===== src/rtl/scan_chain_ctrl.sv =====
// Scan chain sequencer: shifts a host word through a chain of scan flops,
// issues single capture pulses and passes the functional cp through when idle.
module scan_chain_ctrl #(
    parameter int unsigned CHAIN_LEN = 32,
    parameter int unsigned CNT_W     = 6,
    parameter int unsigned GAP_CYC   = 0
) (
    input  logic                 sys_clk,
    input  logic                 cd,
    input  logic                 cmd_valid,
    output logic                 cmd_ready,
    input  logic [1:0]           cmd_op,
    input  logic [CHAIN_LEN-1:0] cmd_data,
    output logic                 rsp_valid,
    input  logic                 rsp_ready,
    output logic [CHAIN_LEN-1:0] rsp_data,
    input  logic                 scan_so,
    input  logic                 func_cp,
    output logic                 scan_cp,
    output logic                 scan_te,
    output logic                 scan_ti
);

    typedef enum logic [2:0] {
        IDLE,
        CAPT,
        SETUP,
        SHIFT,
        GAP,
        DONE
    } state_t;

    typedef enum logic [1:0] {
        OP_NOP        = 2'b00,
        OP_SHIFT      = 2'b01,
        OP_CAPTURE    = 2'b10,
        OP_CAPT_SHIFT = 2'b11
    } op_t;

    localparam logic [CNT_W-1:0] CNT_LAST = CNT_W'(CHAIN_LEN - 1);
    localparam logic [3:0]       GAP_LAST = (GAP_CYC > 0) ? 4'(GAP_CYC - 1) : 4'd0;

    state_t               state,    state_nxt;
    op_t                  op,       op_nxt;
    logic [CHAIN_LEN-1:0] sh,       sh_nxt;
    logic [CNT_W-1:0]     cnt,      cnt_nxt;
    logic [3:0]           gap_cnt,  gap_cnt_nxt;
    logic                 cp_pulse, cp_pulse_nxt;
    logic                 te_nxt;
    logic                 ti_nxt;
    logic                 rsp_valid_nxt;
    logic [CHAIN_LEN-1:0] rsp_data_nxt;

    assign cmd_ready = (state == IDLE);
    assign scan_cp   = (state == IDLE) ? func_cp : cp_pulse;

    always_ff @(posedge sys_clk or negedge cd) begin
        if (!cd) begin
            state     <= IDLE;
            op        <= OP_NOP;
            sh        <= '0;
            cnt       <= '0;
            gap_cnt   <= '0;
            cp_pulse  <= 1'b0;
            scan_te   <= 1'b0;
            scan_ti   <= 1'b0;
            rsp_valid <= 1'b0;
            rsp_data  <= '0;
        end else begin
            state     <= state_nxt;
            op        <= op_nxt;
            sh        <= sh_nxt;
            cnt       <= cnt_nxt;
            gap_cnt   <= gap_cnt_nxt;
            cp_pulse  <= cp_pulse_nxt;
            scan_te   <= te_nxt;
            scan_ti   <= ti_nxt;
            rsp_valid <= rsp_valid_nxt;
            rsp_data  <= rsp_data_nxt;
        end
    end

    // Registered pin values are computed for the state being entered, so
    // cp/te/ti are valid for the whole cycle that state occupies.
    always_comb begin
        state_nxt     = state;
        op_nxt        = op;
        sh_nxt        = sh;
        cnt_nxt       = cnt;
        gap_cnt_nxt   = gap_cnt;
        cp_pulse_nxt  = cp_pulse;
        te_nxt        = scan_te;
        ti_nxt        = scan_ti;
        rsp_valid_nxt = rsp_valid;
        rsp_data_nxt  = rsp_data;

        unique case (state)
            IDLE: begin
                cnt_nxt      = '0;
                gap_cnt_nxt  = '0;
                cp_pulse_nxt = 1'b0;
                te_nxt       = 1'b0;
                ti_nxt       = 1'b0;
                if (cmd_valid) begin
                    sh_nxt = cmd_data;
                    op_nxt = op_t'(cmd_op);
                    unique case (op_t'(cmd_op))
                        OP_NOP: state_nxt = DONE;
                        OP_SHIFT: begin
                            state_nxt = SETUP;
                            te_nxt    = 1'b1;
                            ti_nxt    = cmd_data[CHAIN_LEN-1];
                        end
                        default: begin
                            state_nxt    = CAPT;
                            cp_pulse_nxt = 1'b1;
                        end
                    endcase
                end
            end

            CAPT: begin
                cp_pulse_nxt = 1'b0;
                if (op == OP_CAPT_SHIFT) begin
                    state_nxt = SETUP;
                    te_nxt    = 1'b1;
                    ti_nxt    = sh[CHAIN_LEN-1];
                end else begin
                    state_nxt = DONE;
                end
            end

            SETUP: begin
                state_nxt    = SHIFT;
                cp_pulse_nxt = 1'b1;
            end

            SHIFT: begin
                // scan_so is the tail value before this pulse takes effect
                sh_nxt  = {sh[CHAIN_LEN-2:0], scan_so};
                cnt_nxt = cnt + 1'b1;
                ti_nxt  = sh[CHAIN_LEN-2];
                if (cnt == CNT_LAST) begin
                    state_nxt    = DONE;
                    cp_pulse_nxt = 1'b0;
                    te_nxt       = 1'b0;
                    ti_nxt       = 1'b0;
                end else if (GAP_CYC > 0) begin
                    state_nxt    = GAP;
                    cp_pulse_nxt = 1'b0;
                    gap_cnt_nxt  = '0;
                end
            end

            GAP: begin
                if (gap_cnt == GAP_LAST) begin
                    state_nxt    = SHIFT;
                    cp_pulse_nxt = 1'b1;
                end else begin
                    gap_cnt_nxt = gap_cnt + 1'b1;
                end
            end

            DONE: begin
                cp_pulse_nxt = 1'b0;
                te_nxt       = 1'b0;
                ti_nxt       = 1'b0;
                if (!rsp_valid) begin
                    rsp_valid_nxt = 1'b1;
                    if (op == OP_SHIFT || op == OP_CAPT_SHIFT)
                        rsp_data_nxt = sh;
                end else if (rsp_ready) begin
                    rsp_valid_nxt = 1'b0;
                    state_nxt     = IDLE;
                end
            end

            default: state_nxt = IDLE;
        endcase
    end

endmodule


===== config.mk =====
export PLATFORM = sky130hd
export DESIGN_NAME = scan_chain_ctrl
export DESIGN_NICKNAME = d
export VERILOG_FILES = /design/src/rtl/scan_chain_ctrl.sv
export SDC_FILE = /design/constraint.sdc
export NUM_CORES = 1
export LEC_CHECK = 0
export CORE_MARGIN = 4
export CORE_UTILIZATION = 55
export CTS_BUF_LIST = sky130_fd_sc_hd__clkbuf_4 sky130_fd_sc_hd__clkbuf_8
export DETAILED_ROUTE_END_ITERATION = 8
export DONT_BUFFER_PORTS = 1
export GPL_ROUTABILITY_DRIVEN = 0
export GPL_TIMING_DRIVEN = 0
export PLACE_DENSITY = 0.73
export SETUP_SLACK_MARGIN = 0.4
export SLEW_MARGIN = 15
export SYNTH_ARGS = -nofsm -noshare
export SYNTH_HDL_FRONTEND = slang
export SYNTH_SLANG_ARGS = --single-unit

===== constraint.sdc =====
create_clock -name sys_clk -period 2.5 [get_ports sys_clk]
set_clock_uncertainty 0.05 [all_clocks]
set_input_delay 0.625 -clock sys_clk [delete_from_list [all_inputs] [get_ports sys_clk]]
set_output_delay 0.625 -clock sys_clk [all_outputs]
set_load 0.01 [all_outputs]

==> results_dict.tcl <==
set metrics [dict create \
    path_cells "buf_6 -> or3_4 -> inv_8 -> nand2_4 -> o21ai_2" \
    dp_slack_ns 0.359 \
    drcViolationCount 0 \
    antenna_found_initial 0 \
    grt_usage 0.188 \
    syn_inst 322 \
    fin_total_pwr_w 0.00478 \
    ys.flop_type "dfrtp_1" \
    clock_sinks 83 \
    grt_setup_unrepaired "yes" \
    final_cells 424 \
    start_kind "flip-flop" \
    cap_violations 0 \
    numPlacedInstances 402 \
    fin_ws_ns 0.373 \
    slew_violations 0 \
    crit_slowest_cell "or3_4" \
    postRouteAntennaNets 0 \
    grt_pass1_wl_um 12500 \
    synth_nets 365 \
    max-clock-path-buffers 2 \
    die_w_um 91.2 \
    grt_pass1_vias 2497 \
    status "complete, but fails checks" \
    endpoint_kind "output pin" \
    syn2layout_area_growth_pct 10.2 \
    vias_per_cell 5.75 \
    fmax_mhz 470 \
    coreArea_um2 6760 \
    portBuffers 0 \
    fin_util 0.622 \
    dr_total_vias 2438 \
    wl_um 7400 \
    hold_violations 83 \
    cp_num_buf_inv 2 \
    critPathTopFamily "simple AND/OR/NAND/NOR gates" \
    clk_pin_slew_ns 0.08 \
    critical_path_arrival_ns 1.45 \
    cts_tree "done" \
    p_leak_nw 1.83 \
    yosysTopAreaCellShare 0.545 \
    synth_top_area_cell "dfrtp_1" \
    cts_buffers 9 \
    initial_core_util 0.564 \
    dieArea_um2 8320 \
    tightest_slew_ns 0.500 \
    fin_crit_sh 0.851 \
    nets 382 \
    fp.dieH_um 91.2 \
    drt_iter0_markers 88 \
    rrSetupSlack_ns 0.56 \
    ys_seq_area_frac 0.545 \
    criticalPathCategory "flip-flop to output pin" \
    worst_ir_drop_vdd_mv 0.539 \
    synth_edf_count 0 \
    avgSynthCellArea_um2 11.8 \
    synth_area_leaders "dfrtp_1 55%, mux2_2 10%, mux2i_1 9.2%" \
    post_drt_wl_per_cell_um 17.4 \
    violations "hold timing" \
    relSlewSlack 0.666 \
    async_flop_share 1.00 \
    htree_levels 3 \
    power_density_nw_per_um2 1140 \
    drt_first_pass_iters 4 \
    holdWs_ns -0.0795 \
    tns_ns 0 \
    synth_area_um2 3810 \
    drive_gt1_frac 0.224 \
    min_path_type "primary input to asynchronous set/reset pin" \
    dpl.hpwl_um 5170 \
    boundaryPins 77 \
    max_stage_delay_ns 0.40 \
    ys_seq_elements 83 \
    grt_overflow 0 \
    yosys_warnings 0 \
    worstPathRequired_ns 1.82 \
    cts_root_buffer "clkbuf_8" \
    timing.final.crit_period_ns 2.13 \
    rows 30 \
    grt_max_degree 84 \
    clock_latency_ns 0.34 \
    crit_path_max_fanout 7 \
    num_antenna_cells 0 \
    synth.distinct_cells 48 \
    setup_violations 0 \
]
cells in the mapped netlist (2+ instances only):
cell type / number
a21o_1: 2
dfrtp_1: 83
buf_4: 3
and3b_1: 2
nand3b_1: 2
nor3b_1: 2
mux2_2: 35
o21ai_0: 14
ha_1: 3
nor2_1: 8
nand2_1: 39
clkbuf_1: 9
nor3_1: 2
mux2i_1: 35
a21boi_0: 2
o41ai_1: 2
o31ai_1: 2
buf_12: 4
o21ai_2: 2
o21ai_1: 28
buf_2: 2
nand3_1: 5
a211oi_1: 2
inv_1: 6
a21oi_1: 5
layer usage:
metal	GRT usage	wire length, um	vias to the layer above
li1	-	-	1180
met1	0.257	3410	1188
met2	0.300	3520	61
met3	0.0497	397	9
met4	0.0490	68	0
met5	0	0	-
power by group:
| part | total (W) | leakage [nW] | switching (W) | internal [W] |
|---|---|---|---|---|
| clock | 0.000993 | 0.0995 | 0.000495 | 0.000498 |
| combinational | 0.00156 | 0.654 | 0.000789 | 0.000766 |
| sequential | 0.00223 | 1.08 | 0.000419 | 0.00181 |
final timing paths:
kind                           from      endpoint  cells past startpoint
max in group asynchronous        cd         op[1]                      0
max reg2reg                state[1]  rsp_data[18]                      7
min reg2reg                  cnt[5]        cnt[5]                      1
max                        state[1]       scan_cp                      5
min in group sys_clk        scan_so         sh[0]                      2
min                              cd        sh[28]                      0
per-stage QoR:
| step | hold slack [ns] | instance area [um2] |
|---|---|---|
| after floorplan | 0.279 | 3810 |
| after global placement | 0.282 | 3910 |
| after detailed placement | 0.281 | 3910 |
| after CTS | -0.0968 | 4160 |
| after global routing | -0.106 | 4200 |
| final | -0.0795 | 4200 |
cell usage in the layout (no fill, tap or decap), types with 7 or more instances in the layout:
cell type	instances
dfrtp_1	83
nand2_1	38
mux2_2	35
mux2i_1	35
o21ai_1	28
o21ai_0	13
clkbuf_8	10
clkbuf_1	9
nor2_1	8
buf_4	7
what timing repair did:
action / 4_1_cts / 5_1_grt
endpoints found under the hold margin: 83 / 83
buffers inserted: 3 / 3
setup endpoints to repair: 31 / 29
pin swaps: 2 / 2
resized for setup: 5 / 5
cell families (layout without fill, tap and decap cells):
kind of cell	count (synthesis)	count (layout)	synth area share
xor+xnor	2	2	0.00460
compound gates	66	66	0.102
buf+inv	26	48	0.0486
mux	70	70	0.195
fa+ha+maj	4	4	0.0125
flops	83	83	0.545
simple gates	71	71	0.0916
worst reg2reg max path: stages, from the launching register on:
cell and delay, ns:
dfrtp_1 0.38, buf_6 0.11, buf_4 0.13, nand3b_1 0.23, nor3b_4 0.21, buf_4 0.17
buf_4 0.20, mux2_2 0.35
state kept, by name, indices dropped and copies added (netlist names):
| signal | count |
|---|---|
| rsp_valid | 1 |
| gap_cnt | 4 |
| op | 2 |
| scan_te | 1 |
| cp_pulse | 1 |
| rsp_data | 32 |
| state | 3 |
| sh | 32 |
| cnt | 6 |
| scan_ti | 1 |
cell type report:
class | count | area (um2)
clock buffer | 10 | 138
timing repair buffer | 6 | 45.0
inverter | 7 | 33.8
fill | 537 | 2560
buffer | 19 | 165
clock inverter | 6 | 71.3
multi-input combinational | 213 | 1570
sequential | 83 | 2080
tap | 80 | 100
(Power assumes the default switching activity.)
